<file path="config.mk">
export PLATFORM = sky130hd
export DESIGN_NAME = cpu_run_ctrl_flat
export DESIGN_NICKNAME = d
export VERILOG_FILES = /design/src/rtl/cpu_dbg_pkg.sv /design/src/rtl/cpu_run_ctrl_if.sv /design/src/rtl/pc_trace_buf.sv /design/src/rtl/cpu_run_ctrl.sv /design/src/flat_wrapper.sv
export SDC_FILE = /design/constraint.sdc
export NUM_CORES = 1
export LEC_CHECK = 0
export BUFFER_PORTS_ARGS = -buffer_cell sky130_fd_sc_hd__clkbuf_2
export CAP_MARGIN = 5
export CORE_ASPECT_RATIO = 2
export CORE_MARGIN = 8
export CORE_UTILIZATION = 45
export CTS_BUF_LIST = sky130_fd_sc_hd__clkbuf_8
export CTS_CLUSTER_DIAMETER = 200
export CTS_CLUSTER_SIZE = 12
export DETAILED_ROUTE_END_ITERATION = 8
export GPL_TIMING_DRIVEN = 0
export HOLD_SLACK_MARGIN = 0.02
export PLACE_DENSITY_LB_ADDON = 0.3
export RECOVER_POWER = 25
export SLEW_MARGIN = 20
export SYNTH_ARGS = -nofsm -noshare
export SYNTH_HDL_FRONTEND = slang
export SYNTH_SLANG_ARGS = --single-unit
export TNS_END_PERCENT = 10
</file>
<file path="constraint.sdc">
create_clock -name clk -period 7 [get_ports clk]
set_input_delay 1.4 -clock clk [delete_from_list [all_inputs] [get_ports clk]]
set_output_delay 1.4 -clock clk [all_outputs]
set_load 0.03 [all_outputs]
</file>
<file path="src/rtl/cpu_dbg_pkg.sv">
// Shared types and default constants for the cpu run/halt controller.
package cpu_dbg_pkg;

    typedef enum logic [2:0] {
        ST_IDLE  = 3'd0,
        ST_RUN   = 3'd1,
        ST_PAUSE = 3'd2,
        ST_STEP  = 3'd3,
        ST_DONE  = 3'd4
    } run_state_t;

    typedef enum logic [2:0] {
        STAT_NONE    = 3'd0,
        STAT_HALTED  = 3'd1,
        STAT_TIMEOUT = 3'd2,
        STAT_STUCK   = 3'd3,
        STAT_ABORT   = 3'd4
    } run_status_t;

    localparam int unsigned DEF_PC_W        = 64;
    localparam int unsigned DEF_CNT_W       = 32;
    localparam int unsigned DEF_MAX_CYCLES  = 200;
    localparam int unsigned DEF_TRACE_DEPTH = 16;
    localparam int unsigned DEF_STUCK_LIMIT = 8;

endpackage

</file>
<file path="src/rtl/cpu_run_ctrl_if.sv">
// Control, core-side and observation signals of the run controller.
interface cpu_run_ctrl_if
    import cpu_dbg_pkg::*;
#(
    parameter int unsigned PC_W        = DEF_PC_W,
    parameter int unsigned CNT_W       = DEF_CNT_W,
    parameter int unsigned TRACE_DEPTH = DEF_TRACE_DEPTH
) ();
    localparam int unsigned IDX_W = $clog2(TRACE_DEPTH);

    logic             start;
    logic             pause;
    logic             resume;
    logic             step;
    logic             abort;
    logic             cpu_halted;
    logic [PC_W-1:0]  cpu_pc;
    logic             pc_valid;
    logic             test_halt;
    logic             running;
    logic             done;
    logic [2:0]       status;
    logic [CNT_W-1:0] cycle_count;
    logic [PC_W-1:0]  final_pc;
    logic [IDX_W:0]   trace_count;
    logic [IDX_W-1:0] trace_rd_idx;
    logic [PC_W-1:0]  trace_rd_pc;

    modport master (
        output start, pause, resume, step, abort,
        output cpu_halted, cpu_pc, pc_valid, trace_rd_idx,
        input  test_halt, running, done, status, cycle_count,
        input  final_pc, trace_count, trace_rd_pc
    );

    modport slave (
        input  start, pause, resume, step, abort,
        input  cpu_halted, cpu_pc, pc_valid, trace_rd_idx,
        output test_halt, running, done, status, cycle_count,
        output final_pc, trace_count, trace_rd_pc
    );
endinterface

</file>
<file path="src/rtl/pc_trace_buf.sv">
// Circular buffer of the most recent retired PCs with a relative read port.
module pc_trace_buf #(
    parameter int unsigned PC_W  = 64,
    parameter int unsigned DEPTH = 16,
    localparam int unsigned IDX_W = $clog2(DEPTH)
) (
    input  logic             clk,
    input  logic             reset,
    input  logic             clear,
    input  logic             wr_en,
    input  logic [PC_W-1:0]  wr_pc,
    input  logic [IDX_W-1:0] rd_idx,
    output logic [IDX_W:0]   count,
    output logic [PC_W-1:0]  rd_pc
);
    logic [PC_W-1:0]  mem [DEPTH];
    logic [IDX_W-1:0] wr_ptr;
    logic [IDX_W-1:0] rd_ptr;

    // Write pointer and saturating fill count.
    always_ff @(posedge clk or posedge reset) begin
        if (reset) begin
            wr_ptr <= '0;
            count  <= '0;
        end else begin
            if (wr_en) begin
                wr_ptr <= wr_ptr + 1'b1;
            end
            if (clear) begin
                count <= '0;
            end else if (wr_en && (count != (IDX_W+1)'(DEPTH))) begin
                count <= count + 1'b1;
            end
        end
    end

    // Entry storage; unwritten entries are masked by count on read.
    always_ff @(posedge clk) begin
        if (wr_en) begin
            mem[wr_ptr] <= wr_pc;
        end
    end

    // Index 0 is the newest entry; indices beyond the fill count read as zero.
    always_comb begin
        rd_ptr = wr_ptr - IDX_W'(1) - rd_idx;
        rd_pc  = '0;
        if ({1'b0, rd_idx} < count) begin
            rd_pc = mem[rd_ptr];
        end
    end
endmodule

</file>
<file path="src/rtl/cpu_run_ctrl.sv">
// Run/halt controller: gates the core, terminates runs, records status and PC trace.
module cpu_run_ctrl
    import cpu_dbg_pkg::*;
#(
    parameter int unsigned PC_W        = DEF_PC_W,
    parameter int unsigned CNT_W       = DEF_CNT_W,
    parameter int unsigned MAX_CYCLES  = DEF_MAX_CYCLES,
    parameter int unsigned TRACE_DEPTH = DEF_TRACE_DEPTH,
    parameter int unsigned STUCK_LIMIT = DEF_STUCK_LIMIT
) (
    input logic           clk,
    input logic           reset,
    cpu_run_ctrl_if.slave bus
);
    localparam int unsigned SW = $clog2(STUCK_LIMIT + 1);

    run_state_t       state, state_nxt;
    run_status_t      status, status_nxt;
    logic [CNT_W-1:0] cycle_count;
    logic [PC_W-1:0]  final_pc, final_nxt;
    logic [PC_W-1:0]  prev_pc;
    logic [SW-1:0]    stuck_cnt, stuck_nxt;
    logic             active, pc_hit, clear;
    logic             stuck_hit, timeout_hit;

    assign active = (state == ST_RUN) || (state == ST_STEP);
    assign pc_hit = active && bus.pc_valid;
    assign clear  = bus.start && ((state == ST_IDLE) || (state == ST_DONE));

    // Stuck run length including the current PC; a cleared counter restarts at 1
    // even if the PC matches the previous run's last PC.
    always_comb begin
        stuck_nxt = SW'(1);
        if ((stuck_cnt != '0) && (bus.cpu_pc == prev_pc)) begin
            stuck_nxt = stuck_cnt + 1'b1;
        end
        stuck_hit   = bus.pc_valid && (stuck_nxt == SW'(STUCK_LIMIT));
        timeout_hit = (cycle_count == CNT_W'(MAX_CYCLES - 1));
    end

    // Next state, latched status and final PC.
    always_comb begin
        state_nxt  = state;
        status_nxt = status;
        final_nxt  = final_pc;
        case (state)
            ST_IDLE, ST_DONE: begin
                if (bus.start) begin
                    state_nxt  = ST_RUN;
                    status_nxt = STAT_NONE;
                end
            end
            ST_RUN, ST_STEP: begin
                if (bus.cpu_halted || bus.abort || stuck_hit || timeout_hit) begin
                    state_nxt = ST_DONE;
                    final_nxt = bus.pc_valid ? bus.cpu_pc : prev_pc;
                    if (bus.cpu_halted)  status_nxt = STAT_HALTED;
                    else if (bus.abort)  status_nxt = STAT_ABORT;
                    else if (stuck_hit)  status_nxt = STAT_STUCK;
                    else                 status_nxt = STAT_TIMEOUT;
                end else if ((state == ST_STEP) || bus.pause) begin
                    state_nxt = ST_PAUSE;
                end
            end
            ST_PAUSE: begin
                if (bus.abort) begin
                    state_nxt  = ST_DONE;
                    status_nxt = STAT_ABORT;
                    final_nxt  = prev_pc;
                end else if (bus.resume) begin
                    state_nxt = ST_RUN;
                end else if (bus.step) begin
                    state_nxt = ST_STEP;
                end
            end
            default: state_nxt = ST_IDLE;
        endcase
    end

    // State, status and run counters.
    always_ff @(posedge clk or posedge reset) begin
        if (reset) begin
            state       <= ST_IDLE;
            status      <= STAT_NONE;
            final_pc    <= '0;
            cycle_count <= '0;
            stuck_cnt   <= '0;
            prev_pc     <= '0;
        end else begin
            state    <= state_nxt;
            status   <= status_nxt;
            final_pc <= final_nxt;
            if (clear) begin
                cycle_count <= '0;
                stuck_cnt   <= '0;
            end else begin
                if (active) cycle_count <= cycle_count + 1'b1;
                if (pc_hit) stuck_cnt <= stuck_nxt;
            end
            if (pc_hit) prev_pc <= bus.cpu_pc;
        end
    end

    pc_trace_buf #(
        .PC_W  (PC_W),
        .DEPTH (TRACE_DEPTH)
    ) u_trace (
        .clk    (clk),
        .reset  (reset),
        .clear  (clear),
        .wr_en  (pc_hit),
        .wr_pc  (bus.cpu_pc),
        .rd_idx (bus.trace_rd_idx),
        .count  (bus.trace_count),
        .rd_pc  (bus.trace_rd_pc)
    );

    assign bus.test_halt   = !active;
    assign bus.running     = active;
    assign bus.done        = (state == ST_DONE);
    assign bus.status      = status;
    assign bus.cycle_count = cycle_count;
    assign bus.final_pc    = final_pc;
endmodule

</file>
<file path="src/flat_wrapper.sv">
// flat-port wrapper written by rule: the top's interface ports become plain ports
module cpu_run_ctrl_flat import cpu_dbg_pkg::*;
#(
    parameter int unsigned PC_W        = DEF_PC_W,
    parameter int unsigned CNT_W       = DEF_CNT_W,
    parameter int unsigned MAX_CYCLES  = DEF_MAX_CYCLES,
    parameter int unsigned TRACE_DEPTH = DEF_TRACE_DEPTH,
    parameter int unsigned STUCK_LIMIT = DEF_STUCK_LIMIT
)
  (clk, reset, bus_start, bus_pause, bus_resume, bus_step, bus_abort, bus_cpu_halted, bus_cpu_pc, bus_pc_valid, bus_trace_rd_idx, bus_test_halt, bus_running, bus_done, bus_status, bus_cycle_count, bus_final_pc, bus_trace_count, bus_trace_rd_pc);
  cpu_run_ctrl_if #(.PC_W(PC_W), .CNT_W(CNT_W), .TRACE_DEPTH(TRACE_DEPTH)) bus_i ();
  input logic clk;
  input logic reset;
  input wire logic [$bits(bus_i.start)-1:0] bus_start;
  input wire logic [$bits(bus_i.pause)-1:0] bus_pause;
  input wire logic [$bits(bus_i.resume)-1:0] bus_resume;
  input wire logic [$bits(bus_i.step)-1:0] bus_step;
  input wire logic [$bits(bus_i.abort)-1:0] bus_abort;
  input wire logic [$bits(bus_i.cpu_halted)-1:0] bus_cpu_halted;
  input wire logic [$bits(bus_i.cpu_pc)-1:0] bus_cpu_pc;
  input wire logic [$bits(bus_i.pc_valid)-1:0] bus_pc_valid;
  input wire logic [$bits(bus_i.trace_rd_idx)-1:0] bus_trace_rd_idx;
  output wire logic [$bits(bus_i.test_halt)-1:0] bus_test_halt;
  output wire logic [$bits(bus_i.running)-1:0] bus_running;
  output wire logic [$bits(bus_i.done)-1:0] bus_done;
  output wire logic [$bits(bus_i.status)-1:0] bus_status;
  output wire logic [$bits(bus_i.cycle_count)-1:0] bus_cycle_count;
  output wire logic [$bits(bus_i.final_pc)-1:0] bus_final_pc;
  output wire logic [$bits(bus_i.trace_count)-1:0] bus_trace_count;
  output wire logic [$bits(bus_i.trace_rd_pc)-1:0] bus_trace_rd_pc;
  assign bus_i.start = bus_start;
  assign bus_i.pause = bus_pause;
  assign bus_i.resume = bus_resume;
  assign bus_i.step = bus_step;
  assign bus_i.abort = bus_abort;
  assign bus_i.cpu_halted = bus_cpu_halted;
  assign bus_i.cpu_pc = bus_cpu_pc;
  assign bus_i.pc_valid = bus_pc_valid;
  assign bus_i.trace_rd_idx = bus_trace_rd_idx;
  assign bus_test_halt = bus_i.test_halt;
  assign bus_running = bus_i.running;
  assign bus_done = bus_i.done;
  assign bus_status = bus_i.status;
  assign bus_cycle_count = bus_i.cycle_count;
  assign bus_final_pc = bus_i.final_pc;
  assign bus_trace_count = bus_i.trace_count;
  assign bus_trace_rd_pc = bus_i.trace_rd_pc;
  cpu_run_ctrl #(.PC_W(PC_W), .CNT_W(CNT_W), .MAX_CYCLES(MAX_CYCLES), .TRACE_DEPTH(TRACE_DEPTH), .STUCK_LIMIT(STUCK_LIMIT)) u_core (.clk(clk), .reset(reset), .bus(bus_i));
endmodule
</file>
==> results.sh, run 1 <==
export IMPL_synthAdderAreaFrac=0.00431
export IMPL_gr_total_overflow=0
export IMPL_cp_required_ns=5.60
export IMPL_p_leak_uw=0.0184
export IMPL_start_util=0.452
export IMPL_cts_max_level=3
export IMPL_critical_path_arrival_ns=5.36
export IMPL_max_freq_mhz=148
export IMPL_synth_edf_count=1024
export IMPL_fin_area_um2=53600
export IMPL_grt_antenna_before_repair=11
export IMPL_path_class="in2out"
export IMPL_final_setup_tns_ns=0
export IMPL_place_area_um2=51800
export IMPL_rsz0062_at_grt="false"
export IMPL_ys_flop_type="edfxtp_1"
export IMPL_grt_pass1_vias=26200
export IMPL_path_delay_family="buffers and inverters"
export IMPL_routedWlPerCell_um=27.2
export IMPL_final_common_cell="edfxtp_1"
export IMPL_synth_compound_area_frac=0.0249
export IMPL_synth_cell_types=54
export IMPL_dp_hpwl_um=78500
export IMPL_syn_nets=2629
export IMPL_critPathLaunchType="input port"
export IMPL_period_share=0.965
export IMPL_ant_nets=0
export IMPL_num_nets_final=3010
export IMPL_dr_first_iter_drc_count=2436
export IMPL_drv_cap=1
export IMPL_worst_path_max_delay_cell="a211oi_1"
export IMPL_num_io_pins=248
export IMPL_end_kind="output port"
export IMPL_synth_xor_area_share=0.0185
export IMPL_synth_top_family_by_area="multiplexers"
export IMPL_final_cell_mix="edfxtp_1, mux4_2, nand2_1, clkbuf_2, dfrtp_1"
export IMPL_port_buffers=247
export IMPL_status="finished, violations left"
export IMPL_grtUsageTotal=0.200
export IMPL_cts_tree="yes"
export IMPL_vias=25300
export IMPL_syn_avg_cell_area_um2=19.0
export IMPL_vias_per_cell=5.81
export IMPL_synth_mux_area_frac=0.163
export IMPL_max_stage_delay_ns=0.67
export IMPL_dieHeight_um=479
export IMPL_cts_sinks=1203
export IMPL_clockBufferDepth=3
export IMPL_setup_violations=0
export IMPL_fp_row_count=170
export IMPL_crit_chain="clkbuf_2 -> inv_1 -> ha_1 -> fa_1 -> xor2_1 -> buf_2 -> clkbuf_4 -> clkdlybuf4s15_2 -> a211oi_1 -> a211oi_1 -> clkbuf_2"
export IMPL_path_max_fanout=10
export IMPL_firstDrtPassIters=5
export IMPL_clk_insertion_delay_late_ns=0.82
export IMPL_grt_use_met3=0.0413
export IMPL_ys_seq_elements=1203
export IMPL_gp_congestion=0.801
export IMPL_yosysWarnings=0
export IMPL_ys_seq_area_frac=0.730
export IMPL_clk_pin_slew_ns=0.08
export IMPL_power_density_nw_per_um2=389
export IMPL_grt_pass1_wl_um=174000
export IMPL_syn_area_um2=48200
export IMPL_numCtsBuffers=110
export IMPL_hold_class="reg2reg"
export IMPL_drive_gt1_frac=0.249
export IMPL_die_w_um=248
export IMPL_post_cts_setup_buffers=0
export IMPL_drv_slew=80
export IMPL_tightestPinTransition_ns=3.78
export IMPL_clock_skew_final_ns=0.0453
export IMPL_async_reset_ff_frac=0.149
export IMPL_dieArea_um2=119000
export IMPL_vdd_drop_max_mv=0.347
export IMPL_hold_violations=0
export IMPL_top_usage_layer="met2"
export IMPL_drc=0
export IMPL_synth_simple_area_share=0.0446
export IMPL_violations="max-capacitance violations, max-slew violations"
export IMPL_crit_buf_inv=6
export IMPL_grt_use_met2=0.311
export IMPL_use_met1=0.284
export IMPL_grt_max_degree=101
export IMPL_slew_headroom=-1.53
export IMPL_area_delta_synth_final_pct=11.0
export IMPL_drt_total_wl_um=119000
export IMPL_design_core_area_um2=107000
export IMPL_min_period_ns=6.76
export IMPL_cts_root_buf="clkbuf_8"
export IMPL_synth_cells=2536
==> where the power goes <==
group / internal (uW) / switching, uW
Combinational: 3250 / 5110
Sequential: 8280 / 442
Clock: 1470 / 2320
==> cell families (layout without fill, tap and decap cells) <==
| kind of cell | count (synthesis) | in the layout |
|---|---|---|
| AO/OA/AOI/OAI | 165 | 165 |
| XOR/XNOR | 102 | 102 |
| adder cells (fa/ha/maj) | 16 | 16 |
| buffers and inverters | 155 | 596 |
| flip-flops | 1203 | 1203 |
| multiplexers | 451 | 451 |
| other | 0 | 5 |
| AND/OR/NAND/NOR | 444 | 444 |
==> registers in the layout, summed over array words and instances, names as in the netlist <==
register	count
u_core.prev_pc	64
u_core.bus.status	3
u_core.stuck_cnt	4
u_core.u_trace.mem	1024
u_core.state	3
u_core.bus.cycle_count	32
u_core.bus.final_pc	64
u_core.u_trace.wr_ptr	4
u_core.u_trace.count	5
==> layout make-up <==
type,instances,area [um^2]
Sequential cell,1203,35200
Tap cell,1376,1720
Timing Repair Buffer,269,1720
Clock buffer,111,1530
Fill cell,8766,53200
Antenna cell,5,12.5
Inverter,21,82.6
Clock inverter,61,273
Multi-Input combinational cell,1178,12400
Buffer,134,612
==> final timing paths <==
check | from | end | slack [ns] | depth (start not counted)
worst max-delay path | bus_trace_rd_idx[0] | bus_trace_rd_pc[0] | 0.24 | 11
worst min-delay path | u_core.bus.final_pc[20]$_DFFE_PP0P_ | u_core.bus.final_pc[20]$_DFFE_PP0P_ | 0.49 | 1
worst max register to register | u_core.prev_pc[18]$_DFFE_PP0P_ | u_core.bus.final_pc[53]$_DFFE_PP0P_ | 3.22 | 8
worst min register to register | u_core.bus.final_pc[20]$_DFFE_PP0P_ | u_core.bus.final_pc[20]$_DFFE_PP0P_ | 0.49 | 1
max in group asynchronous | reset | u_core.bus.cycle_count[23]$_DFFE_PP0P_ | 3.57 | 2
min in group asynchronous | reset | u_core.prev_pc[19]$_DFFE_PP0P_ | 1.68 | 2
==> cells in the mapped netlist, types with 38 or more instances <==
master | n | area share
xor2_1 | 38 | 0.0069
mux2_2 | 64 | 0.015
a211oi_1 | 128 | 0.020
mux4_2 | 256 | 0.12
nand2_1 | 222 | 0.017
mux2i_1 | 67 | 0.014
clkbuf_1 | 79 | 0.0061
edfxtp_1 | 1024 | 0.64
dfrtp_1 | 179 | 0.093
mux2_1 | 64 | 0.015
nor2b_1 | 64 | 0.0083
xnor2_1 | 64 | 0.012
nor2_1 | 41 | 0.0032
==> routing by layer <==
metal  vias up  part of all wire
met5         -           0.00062
met4        12             0.021
met3       140             0.084
met2      1061              0.47
met1     13300              0.42
li1      10800                 -
==> stage by stage <==
| stage | std cells | setup WS [ns] | utilization | total power (uW) | hold WS, ns |
|---|---|---|---|---|---|
| after global placement | 4159 | -1.56 | 0.479 | 17100 | 0.470 |
| final | 4358 | 0.243 | 0.502 | 20900 | 0.491 |
| after floorplan | 2536 | 0.741 | - | 14400 | 0.482 |
| after detailed placement | 4181 | -0.443 | 0.485 | 17300 | 0.478 |
| after global routing | 4354 | 0.164 | 0.502 | 21800 | 0.511 |
| after CTS | 4353 | 0.176 | 0.502 | 21100 | 0.498 |
==> what timing repair did <==
item | CTS | global route
pin swaps | 0 | 0
endpoints found under the setup margin | 51 | 1
resized for setup | 5 | 2
hold buffers | 0 | 0
(Power assumes the default switching activity.)
==> inputs of run 2 (changes only) <==
- PLACE_DENSITY: not set -> 0.7
- PLACE_DENSITY_LB_ADDON: 0.3 -> not set
==> run 2 against run 1 <==
Net effect: the run still ends with max-capacitance violations, max-slew violations left; global-route usage decreased by 0.35 points; flip-flop and latch count unchanged; count of clock-buffer cells in the layout decreased by 1; cell count about the same; setup slack got worse by 0.19 ns; core utilization decreased by 0.069 points; highest routed layer unchanged.
==> results.sh, run 2 (same netlist as run 1, synthesis figures left out) <==
export IMPL_status="finished, violations left"
export IMPL_violations="max-capacitance violations, max-slew violations"
export IMPL_vdd_drop_max_mv=0.428
export IMPL_power_frac_seq=0.419
export IMPL_crit_buf_inv=6
export IMPL_dp_cells=4178
export IMPL_total_power_uw=20900
export IMPL_top_usage_layer="met2"
export IMPL_cp_required_ns=5.60
export IMPL_path_class="in2out"
export IMPL_grt_antenna_before_repair=10
export IMPL_p_leak_uw=0.0184
export IMPL_drv_cap=1
export IMPL_switching_share=0.377
export IMPL_die_w_um=248
export IMPL_rr_startpoint="u_core.prev_pc[18]$_DFFE_PP0P_"
export IMPL_hold_buffers=0
export IMPL_max_freq_mhz=144
export IMPL_reg_largest_list="u_core.u_trace.mem x1024, u_core.bus.final_pc x64, u_core.prev_pc x64"
export IMPL_internal_power_uw=13000
export IMPL_vias_per_cell=5.83
export IMPL_p_switching_uw=7870
export IMPL_slew_headroom=-1.80
export IMPL_hold_violations=0
export IMPL_clockBufferDepth=3
export IMPL_path_max_fanout=10
export IMPL_tightestPinTransition_ns=4.17
export IMPL_pwr_share_comb=0.400
export IMPL_dr_first_iter_drc_count=2465
export IMPL_post_cts_setup_buffers=0
export IMPL_critical_path_arrival_ns=5.55
export IMPL_min_to="u_core.bus.final_pc[21]$_DFFE_PP0P_"
export IMPL_grt_use_met3=0.0503
export IMPL_place_area_um2=51700
export IMPL_setup_violations=0
export IMPL_fp_row_count=170
export IMPL_end_kind="output port"
export IMPL_hold_class="reg2reg"
export IMPL_max_stage_delay_ns=0.76
export IMPL_largest_register_ff_count=1024
export IMPL_drive_gt1_frac=0.247
export IMPL_drc=0
export IMPL_crit_chain="clkbuf_2 -> inv_1 -> ha_1 -> fa_1 -> xor2_1 -> buf_2 -> clkbuf_2 -> buf_2 -> mux2i_1 -> a211oi_1 -> clkbuf_2"
export IMPL_start_util=0.452
export IMPL_final_common_cell="edfxtp_1"
export IMPL_critPathLaunchType="input port"
export IMPL_finalNonFillerCells=4354
export IMPL_hold_depth=1
export IMPL_port_buffers=247
export IMPL_period_share=0.993
export IMPL_drt_total_wl_um=117000
export IMPL_cts_sinks=1203
export IMPL_num_nets_final=3007
export IMPL_final_cell_mix="edfxtp_1, mux4_2, nand2_1, clkbuf_2, dfrtp_1"
export IMPL_grtUsageTotal=0.196
export IMPL_min_period_ns=6.95
export IMPL_rsz0062_at_grt="true"
export IMPL_area_delta_synth_final_pct=10.9
export IMPL_fin_util=0.501
export IMPL_grt_use_met2=0.302
export IMPL_cpMostUsedCell="clkbuf_2"
export IMPL_gp_congestion=0.824
export IMPL_vias=25400
export IMPL_firstDrtPassIters=5
export IMPL_ctsResizeCount=2
export IMPL_dieArea_um2=119000
export IMPL_setup_ws_ns=0.0504
export IMPL_num_io_pins=248
export IMPL_clk_pin_slew_ns=0.08
export IMPL_cts_root_buf="clkbuf_8"
export IMPL_worst_path_max_delay_cell="a211oi_1"
export IMPL_clk_insertion_delay_late_ns=0.84
export IMPL_use_met1=0.276
export IMPL_cts_max_level=3
export IMPL_grt_max_degree=92
export IMPL_rrSetupSlack_ns=3.25
export IMPL_grt_pass1_wl_um=172000
export IMPL_routedWlPerCell_um=26.8
export IMPL_numCtsBuffers=110
export IMPL_pwr_share_clk=0.181
export IMPL_power_density_nw_per_um2=390
export IMPL_top_register="u_core.u_trace.mem"
export IMPL_path_delay_family="buffers and inverters"
export IMPL_cts_tree="yes"
export IMPL_dp_hpwl_um=78800
export IMPL_r2r_end="u_core.bus.final_pc[51]$_DFFE_PP0P_"
export IMPL_clock_skew_final_ns=0.0738
export IMPL_drv_slew=89
export IMPL_reg2reg_depth=8
export IMPL_gr_total_overflow=0
export IMPL_min_from="u_core.bus.final_pc[21]$_DFFE_PP0P_"
export IMPL_grt_pass1_vias=26300
export IMPL_fin_area_um2=53500
export IMPL_design_core_area_um2=107000
export IMPL_dieHeight_um=479
export IMPL_ant_nets=0
export IMPL_pre_cts_ws_ns=-0.341
==> run 2: metal layers <==
layer	share of wire	vias to the layer above	wire, um
li1	-	10800	-
met2	0.46	1157	54300
met3	0.095	151	11100
met1	0.42	13300	48700
met4	0.022	16	2530
met5	0.00093	-	109
==> run 2: per-stage QoR <==
stage	TNS [ns]	hold WS, ns
floorplan	0	0.482
global placement	-269.78	0.470
detailed placement	-4.99	0.476
CTS	0	0.498
global route	-0.128	0.507
finish	0	0.492
==> run 2: worst max-delay path by stage <==
| stage | slack [ns] | endpoint | cells after the start | startpoint |
|---|---|---|---|---|
| 2_1_floorplan | 0.74 | u_core.bus.cycle_count[0]$_DFFE_PP0P_ | 1 | reset |
| 3_3_place_gp | -1.49 | u_core.bus.final_pc[57]$_DFFE_PP0P_ | 2 | reset |
| 3_5_place_dp | -0.34 | bus_trace_rd_pc[28] | 11 | bus_trace_rd_idx[0] |
| 4_1_cts | 0.05 | bus_trace_rd_pc[28] | 11 | bus_trace_rd_idx[0] |
| 5_1_grt | -0.12 | bus_trace_rd_pc[61] | 11 | bus_trace_rd_idx[0] |
| 6_report | 0.05 | bus_trace_rd_pc[25] | 11 | bus_trace_rd_idx[0] |
==> run 2: cell type report <==
type / count / area, um^2
timing repair buffer: 266 / 1630
tap: 1376 / 1720
buffer: 134 / 602
multi-input combinational: 1178 / 12400
sequential: 1203 / 35200
inverter: 21 / 82.6
antenna: 5 / 12.5
clock inverter: 61 / 302
fill: 8665 / 53300
clock buffer: 110 / 1510
==> run 2: worst register-to-register path: stages (launching register included) <==
cell	delay [ns]
dfrtp_1	0.41
xor2_1	0.21
nor4_1	0.73
nand4_1	0.38
or2_1	0.40
o31ai_2	0.52
buf_4	0.35
buf_6	0.22
mux2_1	0.35
==> run 2: power by group through the flow <==
stage	clock network, uW	logic, uW	registers, uW
final	3790	8340	8740
after global placement	0	8260	8860
after CTS	3860	8400	8720
after floorplan	0	5320	9070
after detailed placement	0	8370	8870
after global routing	4100	8860	8790
